File: src/rtl/frame_sync_ctrl.sv
// ============================================================================
//  Module      : frame_sync_ctrl
//  Description : Frame-alignment controller built around an overlapping Moore
//                "1011" detector. It hunts for the sync word that ends every
//                FRAME_LEN-bit frame, confirms it at the expected position,
//                declares lock, and drops lock after LOSS_N consecutive
//                missed sync words.
//  Revision    : 1.0 - initial release
// ----------------------------------------------------------------------------
//  Optional feature macro: FRAME_SYNC_ERR_CNT_EN
//    defined   : err_count_o counts sync misses while locked (saturates 255,
//                cleared only by reset)
//    undefined : no counter is built, err_count_o is tied to 0
// ----------------------------------------------------------------------------
//  Ports
//    clock          in   1      rising-edge clock
//    reset          in   1      asynchronous, active-high reset
//    bit_valid_i    in   1      sequence_in_i is sampled this cycle
//    sequence_in_i  in   1      serial data bit
//    sync_hit_o     out  1      detector is in its "1011" state
//    fsm_state_o    out  2      00=HUNT 01=PRESYNC 10=SYNC
//    locked_o       out  1      controller is in SYNC
//    bit_pos_o      out  CNT_W  frame position of the next valid bit
//    frame_start_o  out  1      pulse: good sync word confirmed / kept lock
//    loss_event_o   out  1      pulse: lock lost
//    err_count_o    out  8      sync misses while locked
// ============================================================================
`default_nettype none

module frame_sync_ctrl #(
    parameter int FRAME_LEN = 16,
    parameter int CNT_W     = 5,
    parameter int CONFIRM_N = 2,
    parameter int LOSS_N    = 3
) (
    input  logic             clock,
    input  logic             reset,
    input  logic             bit_valid_i,
    input  logic             sequence_in_i,
    output logic             sync_hit_o,
    output logic [1:0]       fsm_state_o,
    output logic             locked_o,
    output logic [CNT_W-1:0] bit_pos_o,
    output logic             frame_start_o,
    output logic             loss_event_o,
    output logic [7:0]       err_count_o
);

    localparam int GOOD_W = $clog2(CONFIRM_N + 1);
    localparam int MISS_W = $clog2(LOSS_N + 1);

    localparam logic [CNT_W-1:0]  LAST_POS  = CNT_W'(FRAME_LEN - 1);
    localparam logic [GOOD_W-1:0] GOOD_LIM  = GOOD_W'(CONFIRM_N);
    localparam logic [MISS_W-1:0] MISS_LIM  = MISS_W'(LOSS_N);

    typedef enum logic [2:0] {
        DET_ZERO       = 3'd0,
        DET_ONE        = 3'd1,
        DET_ONEZERO    = 3'd2,
        DET_ONEZEROONE = 3'd3,
        DET_HIT        = 3'd4
    } det_t;

    typedef enum logic [1:0] {
        ST_HUNT    = 2'b00,
        ST_PRESYNC = 2'b01,
        ST_SYNC    = 2'b10
    } state_t;

    det_t              det_q, det_d;
    state_t            state_q, state_d;
    logic [CNT_W-1:0]  bit_pos_q, bit_pos_d;
    logic [GOOD_W-1:0] good_q, good_d;
    logic [MISS_W-1:0] miss_q, miss_d;
    logic              locked_q;
    logic              frame_start_q, frame_start_d;
    logic              loss_event_q, loss_event_d;

    logic              match;
    logic              chk;
    logic [CNT_W-1:0]  pos_next;
    logic [GOOD_W-1:0] good_inc;
    logic [MISS_W-1:0] miss_inc;

    // The 4th bit of the sync word completes the pattern this very cycle.
    assign match    = bit_valid_i & sequence_in_i & (det_q == DET_ONEZEROONE);
    assign chk      = bit_valid_i & (bit_pos_q == LAST_POS);
    assign pos_next = (bit_pos_q == LAST_POS) ? '0 : bit_pos_q + 1'b1;
    assign good_inc = good_q + 1'b1;
    assign miss_inc = miss_q + 1'b1;

    // ---------------- detector: free-running on every valid bit -------------
    always_comb begin
        det_d = det_q;
        if (bit_valid_i) begin
            case (det_q)
                DET_ZERO:       det_d = sequence_in_i ? DET_ONE        : DET_ZERO;
                DET_ONE:        det_d = sequence_in_i ? DET_ONE        : DET_ONEZERO;
                DET_ONEZERO:    det_d = sequence_in_i ? DET_ONEZEROONE : DET_ZERO;
                DET_ONEZEROONE: det_d = sequence_in_i ? DET_HIT        : DET_ONEZERO;
                DET_HIT:        det_d = sequence_in_i ? DET_ONE        : DET_ONEZERO;
                default:        det_d = DET_ZERO;
            endcase
        end
    end

    // ---------------- alignment controller ----------------------------------
    always_comb begin
        state_d       = state_q;
        bit_pos_d     = bit_pos_q;
        good_d        = good_q;
        miss_d        = miss_q;
        frame_start_d = 1'b0;
        loss_event_d  = 1'b0;

        case (state_q)
            ST_HUNT: begin
                bit_pos_d = '0;
                if (match) begin
                    good_d = GOOD_W'(1);
                    if (CONFIRM_N == 1) begin
                        state_d       = ST_SYNC;
                        miss_d        = '0;
                        frame_start_d = 1'b1;
                    end else begin
                        state_d = ST_PRESYNC;
                    end
                end
            end

            ST_PRESYNC: begin
                if (bit_valid_i) begin
                    bit_pos_d = pos_next;
                end
                if (chk) begin
                    if (match) begin
                        good_d = good_inc;
                        if (good_inc == GOOD_LIM) begin
                            state_d       = ST_SYNC;
                            miss_d        = '0;
                            frame_start_d = 1'b1;
                        end
                    end else begin
                        state_d   = ST_HUNT;
                        bit_pos_d = '0;
                    end
                end
            end

            ST_SYNC: begin
                if (bit_valid_i) begin
                    bit_pos_d = pos_next;
                end
                if (chk) begin
                    if (match) begin
                        miss_d        = '0;
                        frame_start_d = 1'b1;
                    end else if (miss_inc == MISS_LIM) begin
                        state_d      = ST_HUNT;
                        bit_pos_d    = '0;
                        miss_d       = '0;
                        loss_event_d = 1'b1;
                    end else begin
                        miss_d = miss_inc;
                    end
                end
            end

            // Unused encoding 11: fall back to a clean hunt.
            default: begin
                state_d   = ST_HUNT;
                bit_pos_d = '0;
                good_d    = '0;
                miss_d    = '0;
            end
        endcase
    end

    always_ff @(posedge clock or posedge reset) begin
        if (reset) begin
            det_q         <= DET_ZERO;
            state_q       <= ST_HUNT;
            bit_pos_q     <= '0;
            good_q        <= '0;
            miss_q        <= '0;
            locked_q      <= 1'b0;
            frame_start_q <= 1'b0;
            loss_event_q  <= 1'b0;
        end else begin
            det_q         <= det_d;
            state_q       <= state_d;
            bit_pos_q     <= bit_pos_d;
            good_q        <= good_d;
            miss_q        <= miss_d;
            locked_q      <= (state_d == ST_SYNC);
            frame_start_q <= frame_start_d;
            loss_event_q  <= loss_event_d;
        end
    end

`ifdef FRAME_SYNC_ERR_CNT_EN
    logic [7:0] err_count_q;
    logic       err_inc;

    assign err_inc = (state_q == ST_SYNC) & chk & ~match;

    always_ff @(posedge clock or posedge reset) begin
        if (reset) begin
            err_count_q <= 8'd0;
        end else if (err_inc && (err_count_q != 8'hFF)) begin
            err_count_q <= err_count_q + 8'd1;
        end
    end

    assign err_count_o = err_count_q;
`else
    assign err_count_o = 8'd0;
`endif

    assign sync_hit_o    = (det_q == DET_HIT);
    assign fsm_state_o   = state_q;
    assign locked_o      = locked_q;
    assign bit_pos_o     = bit_pos_q;
    assign frame_start_o = frame_start_q;
    assign loss_event_o  = loss_event_q;

endmodule

`default_nettype wire

File: config.mk
export PLATFORM = sky130hd
export DESIGN_NAME = frame_sync_ctrl
export DESIGN_NICKNAME = d
export VERILOG_FILES = /design/src/rtl/frame_sync_ctrl.sv
export SDC_FILE = /design/constraint.sdc
export NUM_CORES = 1
export LEC_CHECK = 0
export CAP_MARGIN = 20
export CORE_MARGIN = 1
export CORE_UTILIZATION = 40
export CTS_BUF_LIST = sky130_fd_sc_hd__clkbuf_16
export CTS_CLUSTER_DIAMETER = 80
export DETAILED_ROUTE_END_ITERATION = 10
export GPL_ROUTABILITY_DRIVEN = 0
export PLACE_DENSITY = 0.74
export SLEW_MARGIN = 20
export SYNTH_ARGS = -nofsm -noshare
export SYNTH_HDL_FRONTEND = slang
export SYNTH_SLANG_ARGS = --single-unit
File: constraint.sdc
create_clock -name clock -period 2.4 [get_ports clock]
set_clock_uncertainty 0.1 [all_clocks]
set_input_delay 0.36 -clock clock [delete_from_list [all_inputs] [get_ports clock]]
set_output_delay 0.36 -clock clock [all_outputs]
set_load 0.005 [all_outputs]
# Yosys cells after proc, flatten, opt, wreduce, memory -nomap -nowiden
# Index checks and enable logic that the tools add are counted.
[classes]
multipliers = 0
n_mux = 42
n_reduce_logical = 5
n_eq_ne = 15
n_bitwise = 5
n_addsub = 3
n_div = 0
magnitude_cmp = 0
shift = 0
[ops]
columns = ["op", "count"]
rows = [
  ["two-way mux 2 bit", 18],
  ["two-way mux 5 bit", 7],
  ["one-hot mux 2 bit (3 select lines)", 3],
  ["one-hot mux 3 bit (4 select lines)", 1],
  ["two-way mux 1 bit", 10],
  ["inequality test 2 bit (second input constant)", 5],
  ["one-hot mux 5 bit (2 select lines)", 1],
  ["== test 2 bit (second input constant)", 4],
  ["== test 3 x 2 -> 1 bit (second input constant)", 2],
  ["adder 5 x 1 -> 5 bit (second input constant)", 1],
  ["== test 5 x 4 -> 1 bit (second input constant)", 1],
  ["AND reduction 5 bit", 1],
  ["adder 2 x 1 -> 2 bit (second input constant)", 2],
  ["AND reduction 4 bit", 1],
  ["bitwise AND 1 bit", 3],
  ["== test 3 x 1 -> 1 bit (second input constant)", 1],
  ["== test 3 bit (second input constant)", 1],
  ["logical NOT 3 bit", 1],
  ["two-way mux 3 bit", 1],
  ["== test 2 x 1 -> 1 bit (second input constant)", 1],
  ["logical NOT 2 bit", 1],
  ["NOT 1 bit", 2],
  ["one-hot mux 1 bit (2 select lines)", 1],
  ["OR reduction 2 bit", 1],
]
[word_totals]
rom_bits = 0
ff_bits = 17
word_cells = 78
latch_bits = 0
mem_bits_rw = 0
out_inout_bits = 19
memories = 0
input_bits = 4

# Depth between registers and ports, before layout
# Gate-level depths: netlist (run 1).
[depth]
word_depth = 7
ltp_mapped = 8
depth_no_buf = 7

# Least setup slack after synthesis (run 1)
# Ideal clock, no wire load.
[synth_timing]
path_type = "reg2reg"
from = "register state_q[1] (netlist: fsm_state_o[1])"
to = "register miss_q[0]"
setup_ps = 118
required_ps = 2182
n_path_buf = 1
arrival_ps = 1641
stages_incl_launch_ff = 9
period_less_slack_ps = 1859
path_slack_ps = 541
path_cell_list = "dfrtp_1 > inv_1 > ha_1 > clkbuf_1 > or2_2 > o22ai_1 > a21oi_1 > or2_1 > a21o_1"
[synth_via]
elab_chain_len = 3
word_cells_on_any_way = 10
classes_between = "eq/ne (6); mux (1); bitwise (1); reduce/logical (2)"
[synth_rtl]
columns = ["element", "line", "text"]
rows = [
  ["from (decl)", "71", "state_t state_q, state_d;"],
  ["from (signal assigned)", "191", "state_q <= state_d;"],
  ["== test 2 x 1 -> 1 bit, or another cell as far along", "116", "case (state_q)"],
  ["inequality test 2 bit (no source line) or NOT 1 bit (tied branches)", "-", ""],
  ["AND reduction 5 bit (no source line)", "-", ""],
  ["to (signal assigned)", "194", "miss_q <= miss_d;"],
  ["to (decl)", "74", "logic [MISS_W-1:0] miss_q, miss_d;"],
]
# Several ways; a longest one is shown, not always the timed one.
# A chain may end at the register's enable or synchronous reset.

# Worst setup path after layout (run 1)
[layout_timing]
from = "register state_q[1] (netlist: fsm_state_o[1])"
to = "register miss_q[1]"
# Same word-level chain as after synthesis.

==> results by group, run 1 <==
Status
  • Status: finished clean

Worst setup path
  • Critical setup path kind: flop to flop
  • Reg-to-reg endpoint: miss_q[1]
  • CP top delay family: simple AND/OR/NAND/NOR gates
  • Crit Path Max Fanout: 9
  • Crit path DAT: approximately 2 ns
  • Worst Setup End Kind: flop
  • FF-to-FF setup slack: 0.44 ns
  • CP Cell Sequence: inv_1, ha_1, or2_2, o22ai_1, a21oi_1, or2_1, a21o_1
  • RR Startpoint: fsm_state_o[1]
  • Buf/Inv on CP: 1
  • Worst setup SP type: flop
  • Crit path largest cell delay: 0.45 ns
  • Worst reg2reg path depth: 7
  • CP required: roughly 2.4 ns
  • Crit-path slowest cell: dfrtp_1

Clock network
  • Worst skew pair latency: roughly 0.25 ns
  • Deepest clock path buffer count: 2
  • Post-CTS setup buffer count: 0
  • H-tree Lvls: 1
  • Clock-pin slew on the worst setup and hold paths: 0.05 ns
  • Cts repair resizes: 0
  • Hold-fix buffers, CTS: 0
  • TritonCTS clock tree: yes
  • CTS root buf: clkbuf_16
  • CTS Sinks: 17
  • Num CTS Buffers: 3

Worst hold path
  • Worst Hold Class: input pin to async pin

Synthesis
  • Cell count after synthesis: 114
  • Mean Syn Cell Area: 9.37 µm²
  • Proportion of synthesized chip area in sequential cells: 0.398
  • Synth warnings: 0
  • Yosys cell types: 40
  • Yosys reg bits: 17
  • Netlist Area Pre-Place: 1070 µm²

STA
  • Rel. slew slack: 0.570
  • Unrepaired setup endpoints after global routing: false
  • WHS: approximately 0.40 ns
  • Period Utilization, post-route: 0.816
  • Fmax: 0.511 GHz
  • Final setup fails: 0
  • Final min period: approximately 2.0 ns
  • Fin. Hold Viols: 0
  • Setup TNS: 0 ns
  • Worst-Margin Slew: 0.645 ns
  • Slew Limit Fails: 0

Route
  • Final ANT Viol Nets: 0
  • First-pass DRT Iterations: 6
  • Via count: 868
  • Drt total wl: about 2100 µm
  • DR iter-0 viols: 19
  • DRC viols: 0
  • Routed vias/inst: 5.39
  • WL/cell: 13.2 µm

Global routing
  • Grt ovf: 0
  • Gr usage total: 0.172
  • Largest net degree at the start of global routing: 18
  • Initial antenna violation count: 0
  • Global-route wire length before repair: 3500 µm
  • Vias in the first global route: 800

Layout
  • Area Growth Syn to Fin: 22.2%
  • FF/Latch Area: 425 µm²
  • N_diodes: 0
  • Fill cell count: 232
  • Layout Utilization: 0.523
  • Share of post-route cells with drive strength above 1: 0.115
  • Nets: 142
  • Area of the multi-input gates: 553 µm²

Die
  • Die area: 2880 µm²
  • I/O pins: 23
  • Site row count: 18
  • Initial Util: 0.427
  • Vert. Die Dim: around 54 µm
  • Die Span X: between 50 and 60 µm
  • Core Region: roughly 2500 µm²

Power and ir drop
  • Cell Pwr Density: around 670 nW/µm²
  • P_leak: approximately 0.59 nW
  • Worst VDD drop: roughly 380 µV

Place
  • Placed wire-length estimate: around 1600 µm
  • I/O Buffers: 14

Run
  • Max-Cap Viols: 0
worst max-delay path by stage:
stage,start,end,slack [ns],depth (start not counted)
3_3_place_gp,bit_valid_i,good_q[0],0.27,6
6_report,fsm_state_o[1],miss_q[1],0.44,7
4_1_cts,fsm_state_o[1],miss_q[1],0.46,7
3_5_place_dp,bit_valid_i,good_q[0],0.25,6
2_1_floorplan,fsm_state_o[1],miss_q[0],0.54,8
5_1_grt,fsm_state_o[1],miss_q[0],0.35,7
worst reg2reg max path, delay by kind of cell, from the launching register on:
| family | cells | cell delay, ns |
|---|---|---|
| flops | 1 | 0.45 |
| fa+ha+maj | 1 | 0.29 |
| buf+inv | 1 | 0.10 |
| compound gates | 3 | 0.38 |
| simple gates | 2 | 0.53 |
synthesized netlist by cell type:
| master | n | area share |
|---|---|---|
| nand4_4 | 1 | 0.020 |
| nand4_1 | 3 | 0.018 |
| maj3_1 | 1 | 0.0094 |
| clkbuf_1 | 4 | 0.014 |
| mux2i_1 | 1 | 0.0094 |
| nand2b_1 | 2 | 0.012 |
| ha_1 | 6 | 0.070 |
| nand2_1 | 5 | 0.018 |
| a21boi_1 | 1 | 0.0070 |
| xor2_1 | 2 | 0.016 |
| nor3b_1 | 2 | 0.014 |
| a21oi_2 | 1 | 0.0082 |
| a21o_1 | 4 | 0.028 |
| a31oi_1 | 2 | 0.012 |
| nor2_1 | 5 | 0.018 |
| nor3_1 | 6 | 0.028 |
| mux2_2 | 1 | 0.011 |
| nor2_4 | 1 | 0.011 |
| o31ai_1 | 1 | 0.0070 |
| nand3_1 | 3 | 0.014 |
| conb_1 | 1 | 0.0035 |
| and2_1 | 1 | 0.0059 |
| nand3b_2 | 1 | 0.011 |
| or2_2 | 1 | 0.0059 |
| o41ai_1 | 1 | 0.0082 |
| a21oi_1 | 4 | 0.019 |
| o21ai_0 | 5 | 0.023 |
| or2_1 | 2 | 0.012 |
| nor2_2 | 1 | 0.0059 |
| o21ai_1 | 1 | 0.0047 |
| o22ai_1 | 1 | 0.0059 |
| inv_1 | 11 | 0.039 |
| or4b_1 | 1 | 0.0094 |
| nor4_1 | 2 | 0.012 |
| buf_4 | 8 | 0.056 |
| dfrtp_1 | 17 | 0.40 |
| nor4_2 | 1 | 0.012 |
| o41a_1 | 1 | 0.011 |
| a311oi_1 | 1 | 0.0082 |
| o221ai_1 | 1 | 0.0082 |
flip-flops by register name, indices dropped and copies added, names as in the netlist:
name and count:
good_q 2, miss_q 2, loss_event_o 1, det_q 3
bit_pos_o 5, frame_start_o 1, fsm_state_o 2, locked_o 1
report_power, final:
group / internal (mW) / switching [mW]
sequential: 0.309 / 0.0210
clock: 0.221 / 0.106
combinational: 0.0934 / 0.121
total: 0.623 / 0.248
cells by family after synthesis:
logic type,after synthesis,share of synthesized area
AOI/OAI and AO/OA,24,0.150
xor gates and xnor gates,2,0.0164
adders and majority gates,7,0.0796
buffers and inverters,23,0.109
DFF,17,0.398
muxes,2,0.0199
other,1,0.00351
and+or+nand+nor,38,0.224
metal layers:
layer	GRT usage	part of all wire	vias up
met5	0	0	-
met4	0.0658	0.014	0
met1	0.213	0.43	414
met3	0.0452	0.055	4
met2	0.282	0.50	29
li1	-	-	421
cell usage in the layout, fill, tap and decap left out, types with 5 or more instances in the layout:
master / Yosys / layout
ha_1: 6 / 6
inv_1: 11 / 12
nor2_1: 5 / 5
o21ai_0: 5 / 5
conb_1: 1 / 8
nor3_1: 6 / 6
nand2_1: 5 / 5
clkdlybuf4s50_1: 0 / 14
dfrtp_1: 17 / 17
through the flow:
stage          power, mW  instances  setup WS, ns  instance area (µm²)
2_1_floorplan      0.494        121         0.541                 1090
3_3_place_gp       0.539        157         0.267                 1230
3_5_place_dp       0.545        157         0.252                 1230
4_1_cts            0.880        161         0.457                 1310
5_1_grt            0.928        161         0.348                 1310
6_report           0.872        161         0.443                 1310
cell type report:
class                           count  area share
Clock buffer                        3      0.0575
Timing Repair Buffer               18       0.130
Tap cell                           30      0.0287
Clock inverter                      1     0.00287
Multi-Input combinational cell     81       0.423
Sequential cell                    17       0.326
Inverter                           11      0.0316
Note: power is estimated with default switching activity, not from simulation.
==> inputs of run 2 (changes only) <==
PLACE_DENSITY = 0.77   (was 0.74)
clock period = 1.72 ns   (was 2.4 ns; I/O delays follow)
==> run 2 against run 1 <==
Effect of this change: the run now ends with negative setup slack left; worst setup slack got worse by 0.46 ns; sequential power rose by 41%; first-iteration DRC count fell by 11%; final cell count rose by 8.7%; worst hold slack got worse by 0.17 ns; global-route usage rose by 2.9 points; non-clock buffer count rose by 14; highest routed layer unchanged.
==> results by group, run 2 (synthesized netlist as in run 1, its figures left out) <==
Layout
  • Share of post-route cells with drive strength above 1: 0.345 (+0.230)
  • Nets: 156 (+9.9%)
  • N_diodes: 0 (unchanged)
  • Layout Utilization: 0.617 (+0.0946)
  • Fill cell count: 198 (-15%)
  • Area Growth Syn to Fin: 44.4%
  • Design area: 1540 µm² (+18%)
  • Max FFs per register: 5 (unchanged)
  • Most common cell after layout, fill and taps aside: buf_4
  • Area of the multi-input gates: 672 µm² (+21%)
  • Commonest cells after routing, fill and taps aside: buf_4 (16), dfrtp_1 (15), inv_1 (11)
  • FF/Latch Area: 428 µm² (+0.59%)
  • Non-filler cells, final: 175 (+8.7%)

Clock network
  • CTS Sinks: 17 (unchanged)
  • Clock-pin slew on the worst setup and hold paths: 0.05 ns (about the same)
  • Worst skew pair latency: 0.25 ns (about the same)
  • Deepest clock path buffer count: 2 (unchanged)
  • Hold-fix buffers, CTS: 0 (unchanged)
  • CTS root buf: clkbuf_16
  • Num CTS Buffers: 3 (unchanged)
  • H-tree Lvls: 1 (unchanged)
  • TritonCTS clock tree: yes

STA
  • Setup TNS: -0.0226 ns (-0.0226 ns)
  • Unrepaired setup endpoints after global routing: true
  • Final setup fails: 3 (+3)
  • Fin. Hold Viols: 0 (unchanged)
  • Final setup margin: -0.0125 ns (-0.455 ns)
  • Fmax: 0.577 GHz (+13%)
  • Slew Limit Fails: 0 (unchanged)
  • WHS: 0.230 ns (-0.170 ns)
  • Period Utilization, post-route: 1.01 (+0.192)
  • Final min period: 1.73 ns (-0.225 ns)

Power and ir drop
  • Worst VDD drop: 895 µV (+140%)
  • Cell Pwr Density: 861 nW/µm² (+29%)
  • P_leak: 0.718 nW (+22%)
  • Total power draw: 1.33 mW (+52%)

Die
  • Die area: 2880 µm² (unchanged)
  • Vert. Die Dim: 53.7 µm (unchanged)
  • I/O pins: 23 (unchanged)
  • Core Region: 2500 µm² (unchanged)
  • Initial Util: 0.427 (unchanged)
  • Die Span X: 53.7 µm (unchanged)
  • Site row count: 18 (unchanged)

Place
  • Placed wire-length estimate: 1700 µm (+9.4%)
  • I/O Buffers: 14 (unchanged)
  • Placed instance count: 165 (+5.1%)
  • Post-DP Area: 1300 µm² (+5.8%)
  • Placement Setup Slack: -0.383 ns (-0.635 ns)

Route
  • WL/cell: 15.5 µm (+18%)
  • First-pass DRT Iterations: 5 (-1)
  • Drt total wl: 2720 µm (+28%)
  • Final ANT Viol Nets: 0 (unchanged)
  • Routed vias/inst: 5.48 (+1.6%)
  • DR iter-0 viols: 17 (-2)
  • Via count: 959 (+10%)
  • DRC viols: 0 (unchanged)

Global routing
  • Largest net degree at the start of global routing: 18 (unchanged)
  • Gr usage total: 0.201 (+0.0289)
  • Met1 Usage GRT: 0.240 (+0.0277)
  • Routing usage on met2: 0.344 (+0.0617)
  • Grt peak-use layer: met2
  • Grt ovf: 0 (unchanged)
  • Global-route wire length before repair: 4110 µm (+17%)
  • Vias in the first global route: 920 (+15%)
  • Initial antenna violation count: 0 (unchanged)
  • M3 GR Usage: 0.0508 (+0.00565)

Worst setup path
  • CP required: 1.76 ns (-0.68 ns)
  • Worst setup SP type: flop
  • Worst Setup End Kind: flop
  • Critical setup path kind: flop to flop
  • Crit path DAT: 1.77 ns (-0.23 ns)
  • FF-to-FF setup slack: -0.01 ns (-0.46 ns)
  • Crit Path Max Fanout: 6 (-3)

Status
  • Failing checks: negative setup slack
  • Status: finished with violations

Run
  • Max-Cap Viols: 0 (unchanged)

Worst hold path
  • Worst Hold Class: input pin to async pin
-- run 2: path summary, 6_finish.rpt --
path                               start             to  depth (start not counted)
max                         bit_pos_o[0]      miss_q[1]                          6
min                                reset  frame_start_o                          3
max reg2reg                 bit_pos_o[0]      miss_q[1]                          6
min reg2reg                    miss_q[0]      miss_q[0]                          1
max in group asynchronous          reset       det_q[0]                          3
min in group clock         sequence_in_i       det_q[0]                          4
-- run 2: critical path, cell delays in order, from the launching register on --
cell     delay [ns]
dfrtp_1        0.39
ha_4           0.17
nand4_4        0.17
nor4_2         0.29
a21oi_1        0.11
or2_1          0.23
a21o_1         0.16
-- run 2: final cells by class --
cell class / instances / area share
multi-input cells: 81 / 0.436
clock buffers: 3 / 0.0487
well taps: 30 / 0.0243
clock inverters: 1 / 0.00243
repair buffers: 32 / 0.185
flip-flops and latches: 17 / 0.277
inverters: 11 / 0.0268
-- run 2: what timing repair did --
item / in CTS / in global routing
endpoints found under the hold margin: 0 / 0
pin swaps: 6 / 11
buffers inserted: 3 / 3
resized for setup: 12 / 19
endpoints found under the setup margin: 9 / 10
-- run 2: report_power, final --
| group | switching [mW] | internal (mW) | total, mW |
|---|---|---|---|
| Sequential | 0.0329 | 0.432 | 0.465 |
| Combinational | 0.218 | 0.193 | 0.410 |
| Clock | 0.146 | 0.308 | 0.454 |
| Total | 0.396 | 0.933 | 1.33 |
-- run 2: metal layers --
metal,vias to the layer above,routed length [µm]
li1,445,-
met1,470,1130
met2,31,1390
met5,-,0
met3,13,110
met4,0,90
